==> src/rtl/vscpu_pkg.sv <==
// Shared definitions for the VerySimpleCPU program loader.
//   SYNC_BYTE      : first byte of every load frame
//   loader_state_t : loader FSM states
package vscpu_pkg;

  localparam logic [7:0] SYNC_BYTE = 8'hA5;

  typedef enum logic [2:0] {
    IDLE,
    CNT_HI,
    CNT_LO,
    DATA,
    WRITE,
    CHK,
    DONE,
    ERROR
  } loader_state_t;

endpackage

==> src/rtl/vscpu_word_packer.sv <==
// Byte-to-word packer with running XOR checksum.
// Ports:
//   clk, rst   : clock, synchronous active-high reset
//   clear      : drops any partial word and clears the checksum
//   byte_en    : accept byte_in this cycle
//   byte_in    : incoming byte, shifted in big-endian order
//   word_next  : the three held bytes followed by byte_in
//   word_done  : byte_in completes a 4-byte word this cycle
//   csum       : XOR of all bytes accepted since the last clear
module vscpu_word_packer
  import vscpu_pkg::*;
(
  input  logic        clk,
  input  logic        rst,
  input  logic        clear,
  input  logic        byte_en,
  input  logic [7:0]  byte_in,
  output logic [31:0] word_next,
  output logic        word_done,
  output logic [7:0]  csum
);

  // Only three bytes are stored; the fourth is consumed straight from byte_in
  // by the loader when it registers the RAM write data.
  logic [23:0] shift_q;
  logic [1:0]  cnt_q;

  assign word_next = {shift_q, byte_in};
  assign word_done = byte_en && (cnt_q == 2'd3);

  always_ff @(posedge clk) begin
    if (rst || clear) begin
      shift_q <= '0;
      cnt_q   <= '0;
      csum    <= '0;
    end else if (byte_en) begin
      shift_q <= word_next[23:0];
      cnt_q   <= cnt_q + 2'd1;
      csum    <= csum ^ byte_in;
    end
  end

endmodule

==> src/rtl/vscpu_boot_loader.sv <==
// Program loader for VerySimpleCPU: parses a framed byte stream, writes the
// image into block RAM from address 0 and releases the CPU reset once the
// image checksum matches.
// Ports:
//   clk, rst           : clock, synchronous active-high reset
//   rx_valid, rx_data  : byte stream from the serial receiver
//   rx_ready           : byte accepted when rx_valid && rx_ready at posedge
//   wrEn, addr_toRAM,
//   data_toRAM         : RAM write port (addr/data hold while wrEn=0)
//   cpu_rst            : CPU reset, high until the image is verified
//   busy, done, error  : frame status
//
// state  | meaning
// IDLE   | hunting for the sync byte, other bytes dropped
// CNT_HI | waiting for word count high byte
// CNT_LO | waiting for word count low byte, range check
// DATA   | collecting data bytes into the current word
// WRITE  | one-cycle RAM write of the packed word
// CHK    | waiting for the checksum byte
// DONE   | image verified, CPU released
// ERROR  | frame rejected, CPU held in reset
module vscpu_boot_loader
  import vscpu_pkg::*;
#(
  parameter int SIZE = 14
) (
  input  logic            clk,
  input  logic            rst,
  input  logic            rx_valid,
  input  logic [7:0]      rx_data,
  output logic            rx_ready,
  output logic            wrEn,
  output logic [SIZE-1:0] addr_toRAM,
  output logic [31:0]     data_toRAM,
  output logic            cpu_rst,
  output logic            busy,
  output logic            done,
  output logic            error
);

  localparam logic [31:0] CAP = 32'(1) << SIZE;

  loader_state_t state_q, state_d;
  logic [7:0]    cnt_hi_q;
  logic [15:0]   n_q;
  logic [SIZE:0] index_q;
  logic [31:0]   index_inc;
  logic [31:0]   count_in;
  logic          accept;
  logic          word_done;
  logic [31:0]   word_next;
  logic [7:0]    csum;

  assign rx_ready  = !rst && (state_q inside {IDLE, CNT_HI, CNT_LO, DATA, CHK});
  assign accept    = rx_valid && rx_ready;
  assign index_inc = 32'(index_q) + 32'd1;
  assign count_in  = {16'd0, cnt_hi_q, rx_data};

  vscpu_word_packer u_packer (
    .clk       (clk),
    .rst       (rst),
    .clear     (state_q == IDLE),
    .byte_en   (accept && (state_q == DATA)),
    .byte_in   (rx_data),
    .word_next (word_next),
    .word_done (word_done),
    .csum      (csum)
  );

  always_ff @(posedge clk) begin
    if (rst) begin
      state_q    <= IDLE;
      cnt_hi_q   <= '0;
      n_q        <= '0;
      index_q    <= '0;
      addr_toRAM <= '0;
      data_toRAM <= '0;
    end else begin
      state_q <= state_d;
      case (state_q)
        IDLE:   index_q <= '0;
        CNT_HI: if (accept) cnt_hi_q <= rx_data;
        CNT_LO: if (accept) n_q <= {cnt_hi_q, rx_data};
        DATA: begin
          // Capture the write at the 4th byte so WRITE presents a stable word.
          if (word_done) begin
            addr_toRAM <= index_q[SIZE-1:0];
            data_toRAM <= word_next;
          end
        end
        WRITE:  index_q <= index_q + (SIZE+1)'(1);
        default: ;
      endcase
    end
  end

  always_comb begin
    state_d = state_q;
    wrEn    = 1'b0;
    busy    = 1'b0;
    cpu_rst = 1'b1;
    done    = 1'b0;
    error   = 1'b0;
    case (state_q)
      IDLE: begin
        if (accept && (rx_data == SYNC_BYTE)) state_d = CNT_HI;
      end
      CNT_HI: begin
        busy = 1'b1;
        if (accept) state_d = CNT_LO;
      end
      CNT_LO: begin
        busy = 1'b1;
        if (accept) begin
          if (count_in > CAP)       state_d = ERROR;
          else if (count_in == '0)  state_d = CHK;
          else                      state_d = DATA;
        end
      end
      DATA: begin
        busy = 1'b1;
        if (word_done) state_d = WRITE;
      end
      WRITE: begin
        busy = 1'b1;
        wrEn = 1'b1;
        state_d = (index_inc == {16'd0, n_q}) ? CHK : DATA;
      end
      CHK: begin
        busy = 1'b1;
        if (accept) state_d = (rx_data == csum) ? DONE : ERROR;
      end
      DONE: begin
        cpu_rst = 1'b0;
        done    = 1'b1;
      end
      ERROR: begin
        error = 1'b1;
      end
      default: state_d = IDLE;
    endcase
  end

endmodule

==> config.mk <==
export PLATFORM = sky130hd
export DESIGN_NAME = vscpu_boot_loader
export DESIGN_NICKNAME = d
export VERILOG_FILES = /design/src/rtl/vscpu_pkg.sv /design/src/rtl/vscpu_word_packer.sv /design/src/rtl/vscpu_boot_loader.sv
export SDC_FILE = /design/constraint.sdc
export NUM_CORES = 1
export LEC_CHECK = 0
export ABC_AREA = 1
export BUFFER_PORTS_ARGS = -buffer_cell sky130_fd_sc_hd__buf_2
export CAP_MARGIN = 0
export CORE_MARGIN = 1.5
export CORE_UTILIZATION = 27
export CTS_CLUSTER_SIZE = 16
export DETAILED_ROUTE_END_ITERATION = 10
export PLACE_DENSITY = 0.43
export SLEW_MARGIN = 5
export SYNTH_ARGS = -nofsm -noshare
export SYNTH_HDL_FRONTEND = slang
export SYNTH_SLANG_ARGS = --single-unit
==> constraint.sdc <==
create_clock -name clk -period 2.37 [get_ports clk]
set_input_delay 0.474 -clock clk [delete_from_list [all_inputs] [get_ports clk]]
set_output_delay 0.474 -clock clk [all_outputs]
set_load 0.05 [all_outputs]
==> out/results.md, run 1 <==
| Metric | Reported |
|:---|:---|
| Number of library cell types mapped by synthesis | 32 |
| Floorplan die height | 143 µm |
| Routed Wire Length | 14700 µm |
| Worst setup slack after layout | 216 ps |
| Skew final | 8.87 ps |
| Peak supply drop | 0.464 mV |
| Buffer depth of the longest clock path | 2 |
| Global-route wire length before repair | 23800 µm |
| Clock insertion delay at the later pin of the skew report | 410 ps |
| Placed wire-length estimate | 10700 µm |
| Flop and latch count out of synthesis | 122 |
| Leak | 2.70 nW |
| Count of endpoints failing setup in the final report | 0 |
| Rel. slew slack | 0.546 |
| Setup TNS Final | 0 ps |
| Net count reported at finish | 794 |
| Hold WC Path Type | input pin to flop |
| Max_cap viols | 0 |
| Share of the clock period used by the worst path | 0.909 |
| Number of buffers added on ports | 62 |
| Number of DRC violations after detailed routing | 0 |
| Average wire length per cell after detail routing | 13.9 µm |
| Most area-consuming cells after synthesis | sky130_fd_sc_hd__dfxtp_1 46%, sky130_fd_sc_hd__nor2_1 8.7%, sky130_fd_sc_hd__a21oi_1 7.2% |
| Portion of synthesized cell area occupied by the leading cell type | 0.463 |
| Cell area after synthesis | 5280 µm² |
| Layout area overhead | 23.7% |
| Data arrival time of the critical path | 1680 ps |
| Overall routing resource usage | 0.150 |
| Power per unit of standard cell area | 737 nW/µm² |
| Number of hold-slack violations in the final timing report | 0 |
| Number of cells produced by synthesis | 719 |
| Number of antenna repair diodes | 0 |
| Synth warnings | 0 |
| Unrepaired setup endpoints after global routing | false |
| Pwr Total | 0.00481 W |
| Status | finished clean |
| Vias post-DR | 4824 |
| Cell type with the largest total area after synthesis | sky130_fd_sc_hd__dfxtp_1 |
| Full die area | 20400 µm² |
| Largest net degree at the start of global routing | 54 |
| Number of cells in the finished layout apart from fillers | 1054 |
| Top-level port count | 63 |
| Global placement routability congestion | 0.813 |
| Kind of start point of the critical path | flop |
| Final count of pins violating max slew | 0 |
| Path type of the worst setup path | flop to output port |
| Dpl ws | 181 ps |
| CTS tree | done |
| CP Data Required Time | 1900 ps |
| Mean area per synthesized cell | 7.34 µm² |
| Number of antenna violations at the first check in global routing | 0 |
| Post-route antenna net violation count | 0 |
| TritonCTS sink count | 122 |
| Iteration count of the initial detailed-routing pass | 5 |
| Initial DRC count | 230 |
| Filler instances | 2037 |
| Clock buffers created by TritonCTS | 17 |
| Fraction of layout instances using a drive strength above 1 | 0.179 |
| Area of the placeable core | 19000 µm² |
| Total congestion overflow | 0 |
| CTS clk-pin slew, worst paths | 60 ps |
| Pin slew with the least headroom to its limit | 679 ps |
| Share of synthesized area occupied by flip-flops and latches | 0.463 |
| Number of nets produced by synthesis | 732 |
| Final Critical Period | 2150 ps |
| Largest fanout of any net on the critical path | 9 |
| H-Tree Level Count | 4 |
| Cell Count Post-Placement | 1019 |
| Crit path capture type | output port |
| Achievable clock frequency | 464 MHz |
| DIE WIDTH | 143 µm |
| Clock tree root buffer cell | sky130_fd_sc_hd__clkbuf_16 |
| Starting density of the core | 0.278 |
| Via count of the first global-routing pass | 4655 |
| Rows | 50 |
| Post-DR vias/cell | 4.58 |
==> routing by layer <==
layer  routed length, µm  GRT usage
met2                6720      0.243
met4                 130     0.0402
met1                7310      0.197
met3                 532     0.0406
met5                   0          0
==> critical path: stages, from the launching register on <==
cell and delay [ps]:
sky130_fd_sc_hd__dfxtp_1 540, sky130_fd_sc_hd__inv_1 180, sky130_fd_sc_hd__nor2_1 230, sky130_fd_sc_hd__buf_2 310
==> cell type report <==
cell class	instances	area, µm²	area share
sequential	122	2440	0.374
multi-input combinational	494	2430	0.372
timing repair buffer	78	468	0.0716
clock buffer	19	443	0.0678
tap	260	325	0.0498
inverter	68	256	0.0393
clock inverter	13	165	0.0253
==> cells in the final DEF, fill, tap and decap left out, types with 10 or more instances in the layout <==
master / n
sky130_fd_sc_hd__o21ai_0: 75
sky130_fd_sc_hd__nand3_1: 44
sky130_fd_sc_hd__buf_2: 62
sky130_fd_sc_hd__dfxtp_1: 121
sky130_fd_sc_hd__o21ai_1: 22
sky130_fd_sc_hd__clkbuf_16: 17
sky130_fd_sc_hd__buf_4: 13
sky130_fd_sc_hd__a21oi_1: 76
sky130_fd_sc_hd__nand4_1: 10
sky130_fd_sc_hd__nand2_1: 97
sky130_fd_sc_hd__nor2_1: 121
sky130_fd_sc_hd__inv_1: 60
sky130_fd_sc_hd__xor2_1: 11
==> cells in the mapped netlist (all sizes together) <==
cell and number:
o21bai 1, clkinv 1, o31ai 2, nor3 3, inv 67, o21ai 97, a211oi 8, xor2 11
clkbuf 21, nand4 10, o211ai 1, ha 2, nand2 101, xnor3 2, nand3 44, nor4 1
a21oi 78, buf 14, or2 1, xnor2 1, dfxtp 122, nor2 131
==> metrics by stage <==
step / hold WS [ps] / area [µm²] / util
after floorplan: 440 / 5280 / -
after global placement: 459 / 5890 / 0.311
after detailed placement: 462 / 5890 / 0.311
after CTS: 415 / 6500 / 0.343
after global routing: 431 / 6530 / 0.345
final: 434 / 6530 / 0.345
==> sequential cells by signal, summed over array words and instances, names as in the netlist, 3 cells and up <==
signal	count
data_toRAM	32
cnt_hi_q	8
state_q	3
index_q	15
u_packer.shift_q	24
addr_toRAM	14
n_q	16
u_packer.csum	8
==> worst paths after layout <==
check | end | depth (start not counted) | slack [ps] | start
max | wrEn | 3 | 220 | state_q[2]$_SDFFE_PP0P_
min | u_packer.shift_q[3]$_SDFFE_PP0P_ | 3 | 430 | rx_data[3]
max reg2reg | state_q[1]$_SDFFE_PP0P_ | 13 | 230 | index_q[1]$_SDFFE_PP0N_
min reg2reg | cnt_hi_q[0]$_SDFFE_PP0P_ | 2 | 470 | cnt_hi_q[0]$_SDFFE_PP0P_
==> report_power, final <==
part           switching (W)  total [W]  internal, W
clock               0.000968    0.00266      0.00169
combinational      0.0000761   0.000103    0.0000273
sequential      0.0000000796    0.00205      0.00205
total                0.00104    0.00481      0.00377
==> kinds of logic after synthesis <==
group	Yosys count	share of synthesized area
and+or+nand+nor	291	0.236
AOI/OAI and AO/OA	187	0.190
DFF	122	0.463
buffers and inverters	103	0.0785
xor gates and xnor gates	14	0.0284
adders and majority gates	2	0.00474
==> what timing repair did <==
action,4_1_cts,5_1_grt
gates resized for setup,0,3
hold buffers,0,0
setup endpoints to repair,0,3
setup buffers,0,3
Power figures use the tool's default switching activity.
==> inputs of run 2 (changes only) <==
- clock period: 2.37 -> 2.73 ns (I/O delays scaled with it)
==> out/results.md, run 2 (synthesized netlist as in run 1, its figures left out) <==
| Metric | Reported | Change |
|:---|:---|:---|
| Top-level port count | 63 | unchanged |
| Cell Count Post-Placement | 1015 | -0.39% |
| Final count of pins violating max slew | 0 | unchanged |
| Number of hold buffers added after CTS | 0 | unchanged |
| Skew final | 7.66 ps | -1.21 ps |
| Longest individual stage delay on the worst path | 470 ps | -70 ps |
| Initial DRC count | 301 | +31% |
| Share of the clock period used by the worst path | 0.878 |  |
| Layout area overhead | 22.4% |  |
| Vias post-DR | 4757 | -1.4% |
| Endpoint of the worst-slack reg-to-reg timing path | state_q[1]$_SDFFE_PP0P_ |  |
| Max_cap viols | 0 | unchanged |
| Number of post-CTS setup repair buffers | 0 | unchanged |
| Number of cells on the worst hold path | 2 | -1 |
| Iteration count of the initial detailed-routing pass | 5 | unchanged |
| Largest registers | data_toRAM x32, u_packer.shift_q x24, n_q x16 |  |
| Path type of the worst setup path | flop to output port |  |
| Kind of cell adding the most delay to the critical path | buffers and inverters |  |
| CP Data Required Time | 2180 ps | +280 ps |
| Kind of start point of the critical path | flop |  |
| Clock tree root buffer cell | sky130_fd_sc_hd__clkbuf_16 |  |
| Clock insertion delay at the later pin of the skew report | 410 ps | about the same |
| Met3 layer wire length in the routed design | 669 µm | +26% |
| Worst path buffer plus inverter count | 2 | unchanged |
| Hold WC Path Type | flop to flop |  |
| Crit path capture type | output port |  |
| Setup slack, reg-to-reg | 640 ps | +410 ps |
| Average wire length per cell after detail routing | 14.0 µm | +0.76% |
| Pin slew with the least headroom to its limit | 706 ps | +26.7 ps |
| Number of DRC violations after detailed routing | 0 | unchanged |
| Max reg flops | 32 | unchanged |
| Achievable clock frequency | 417 MHz |  |
| Placed wire-length estimate | 10500 µm | -1.7% |
| Global-route wire length before repair | 23700 µm | -0.23% |
| Peak supply drop | 0.423 mV | -9.0% |
| Via count of the first global-routing pass | 4486 | -3.6% |
| Detailed-routed wire length on met2 | 6510 µm | -3.2% |
| Rows | 50 | unchanged |
| Power per unit of standard cell area | 655 nW/µm² | -11% |
| Routed Wire Length | 14700 µm | about the same |
| Number of cells in the finished layout apart from fillers | 1047 | -0.66% |
| Min-Delay Endpoint | cnt_hi_q[0]$_SDFFE_PP0P_ |  |
| Largest net degree at the start of global routing | 63 | +17% |
| Fraction of layout instances using a drive strength above 1 | 0.169 | -0.00985 |
| Buffer depth of the longest clock path | 2 | unchanged |
| Area of the placeable core | 19000 µm² | unchanged |
| Critical Path Slowest Stage Cell | sky130_fd_sc_hd__dfxtp_1 |  |
| Largest fanout of any net on the critical path | 16 | +7 |
| Net count reported at finish | 787 | -0.88% |
| Post-cts gate resize count | 0 | unchanged |
| H-Tree Level Count | 4 | unchanged |
| Rel. slew slack | 0.528 | -0.0179 |
| Status | finished clean |  |
| Number of antenna repair diodes | 0 | unchanged |
| Reg-to-reg critical path startpoint | index_q[0]$_SDFFE_PP0N_ |  |
| Final Critical Period | 2400 ps |  |
| Wire length on met1 | 7410 µm | +1.5% |
| Levels on crit path | 5 | +2 |
| Number of buffers added on ports | 62 | unchanged |
| TritonCTS sink count | 122 | unchanged |
| Post-route antenna net violation count | 0 | unchanged |
| Cell-by-cell listing of the critical path | nor2_1 > inv_2 > nor2_2 > a21oi_1 > buf_2 |  |
| Number of antenna violations at the first check in global routing | 0 | unchanged |
| CTS clk-pin slew, worst paths | 60 ps | about the same |
| Count of endpoints failing setup in the final report | 0 | unchanged |
| CTS tree | done |  |
| Clock buffers created by TritonCTS | 17 | unchanged |
| Leak | 2.65 nW | -1.8% |
| Top library cells by usage in the layout, fill and taps aside | 122 x sky130_fd_sc_hd__nor2_1, 122 x sky130_fd_sc_hd__dfxtp_1, 97 x sky130_fd_sc_hd__nand2_1 |  |
| Total congestion overflow | 0 | unchanged |
| Uppermost layer routed | met4 |  |
| Min-Delay Startpoint | cnt_hi_q[0]$_SDFFE_PP0P_ |  |
| Data arrival time of the critical path | 1850 ps | +170 ps |
| Full die area | 20400 µm² | unchanged |
| Overall routing resource usage | 0.150 | +0.000258 |
| Setup TNS Final | 0 ps | unchanged |
| Unrepaired setup endpoints after global routing | false |  |
| DIE WIDTH | 143 µm | unchanged |
| Largest Register | data_toRAM |  |
| Post-DR vias/cell | 4.54 | -0.73% |
| Number of cells on the worst reg-to-reg path | 16 | +3 |
| Global placement routability congestion | 0.847 | +4.2% |
| Starting density of the core | 0.278 | unchanged |
| Number of hold-slack violations in the final timing report | 0 | unchanged |
| Floorplan die height | 143 µm | unchanged |
-- run 2: layout make-up --
| type | count | area [µm²] |
|---|---|---|
| Tap cell | 260 | 325 |
| Fill cell | 2020 | 12500 |
| Timing Repair Buffer | 71 | 390 |
| Clock inverter | 14 | 196 |
| Multi-Input combinational cell | 494 | 2420 |
| Clock buffer | 18 | 429 |
| Inverter | 68 | 256 |
| Sequential cell | 122 | 2440 |
-- run 2: how the worst max path moves through the flow --
stage | startpoint | to
3_5_place_dp | state_q[1]$_SDFFE_PP0P_ | state_q[1]$_SDFFE_PP0P_
4_1_cts | state_q[1]$_SDFFE_PP0P_ | busy
5_1_grt | state_q[1]$_SDFFE_PP0P_ | busy
2_1_floorplan | state_q[1]$_SDFFE_PP0P_ | cpu_rst
3_3_place_gp | index_q[0]$_SDFFE_PP0N_ | state_q[1]$_SDFFE_PP0P_
6_report | state_q[1]$_SDFFE_PP0P_ | busy
-- run 2: tightest hold or removal path: cells and delay by family (launching register included) --
family          cells  cell delay [ps]
compound gates      1               50
buf+inv             1               60
flops               1              300
-- run 2: stage by stage --
| stage | total power, W | util | instance area [µm²] | hold WS, ps | setup slack [ps] |
|---|---|---|---|---|---|
| floorplan | 0.00187 | - | 5280 | 440 | 393 |
| global placement | 0.00191 | 0.308 | 5840 | 459 | 626 |
| detailed placement | 0.00191 | 0.308 | 5840 | 466 | 630 |
| CTS | 0.00429 | 0.341 | 6460 | 472 | 242 |
| global route | 0.00441 | 0.341 | 6460 | 481 | 163 |
| finish | 0.00424 | 0.341 | 6460 | 469 | 333 |
-- run 2: routing by layer --
layer / GRT usage / vias up
li1: - / 2468
met1: 0.205 / 2187
met2: 0.237 / 95
met3: 0.0406 / 7
met4: 0.0342 / 0
met5: 0 / -
-- run 2: power breakdown --
part	switching [W]	internal [W]	total, W
registers	0.0000000703	0.00178	0.00178
logic	0.0000658	0.0000208	0.0000866
clock network	0.000836	0.00153	0.00237
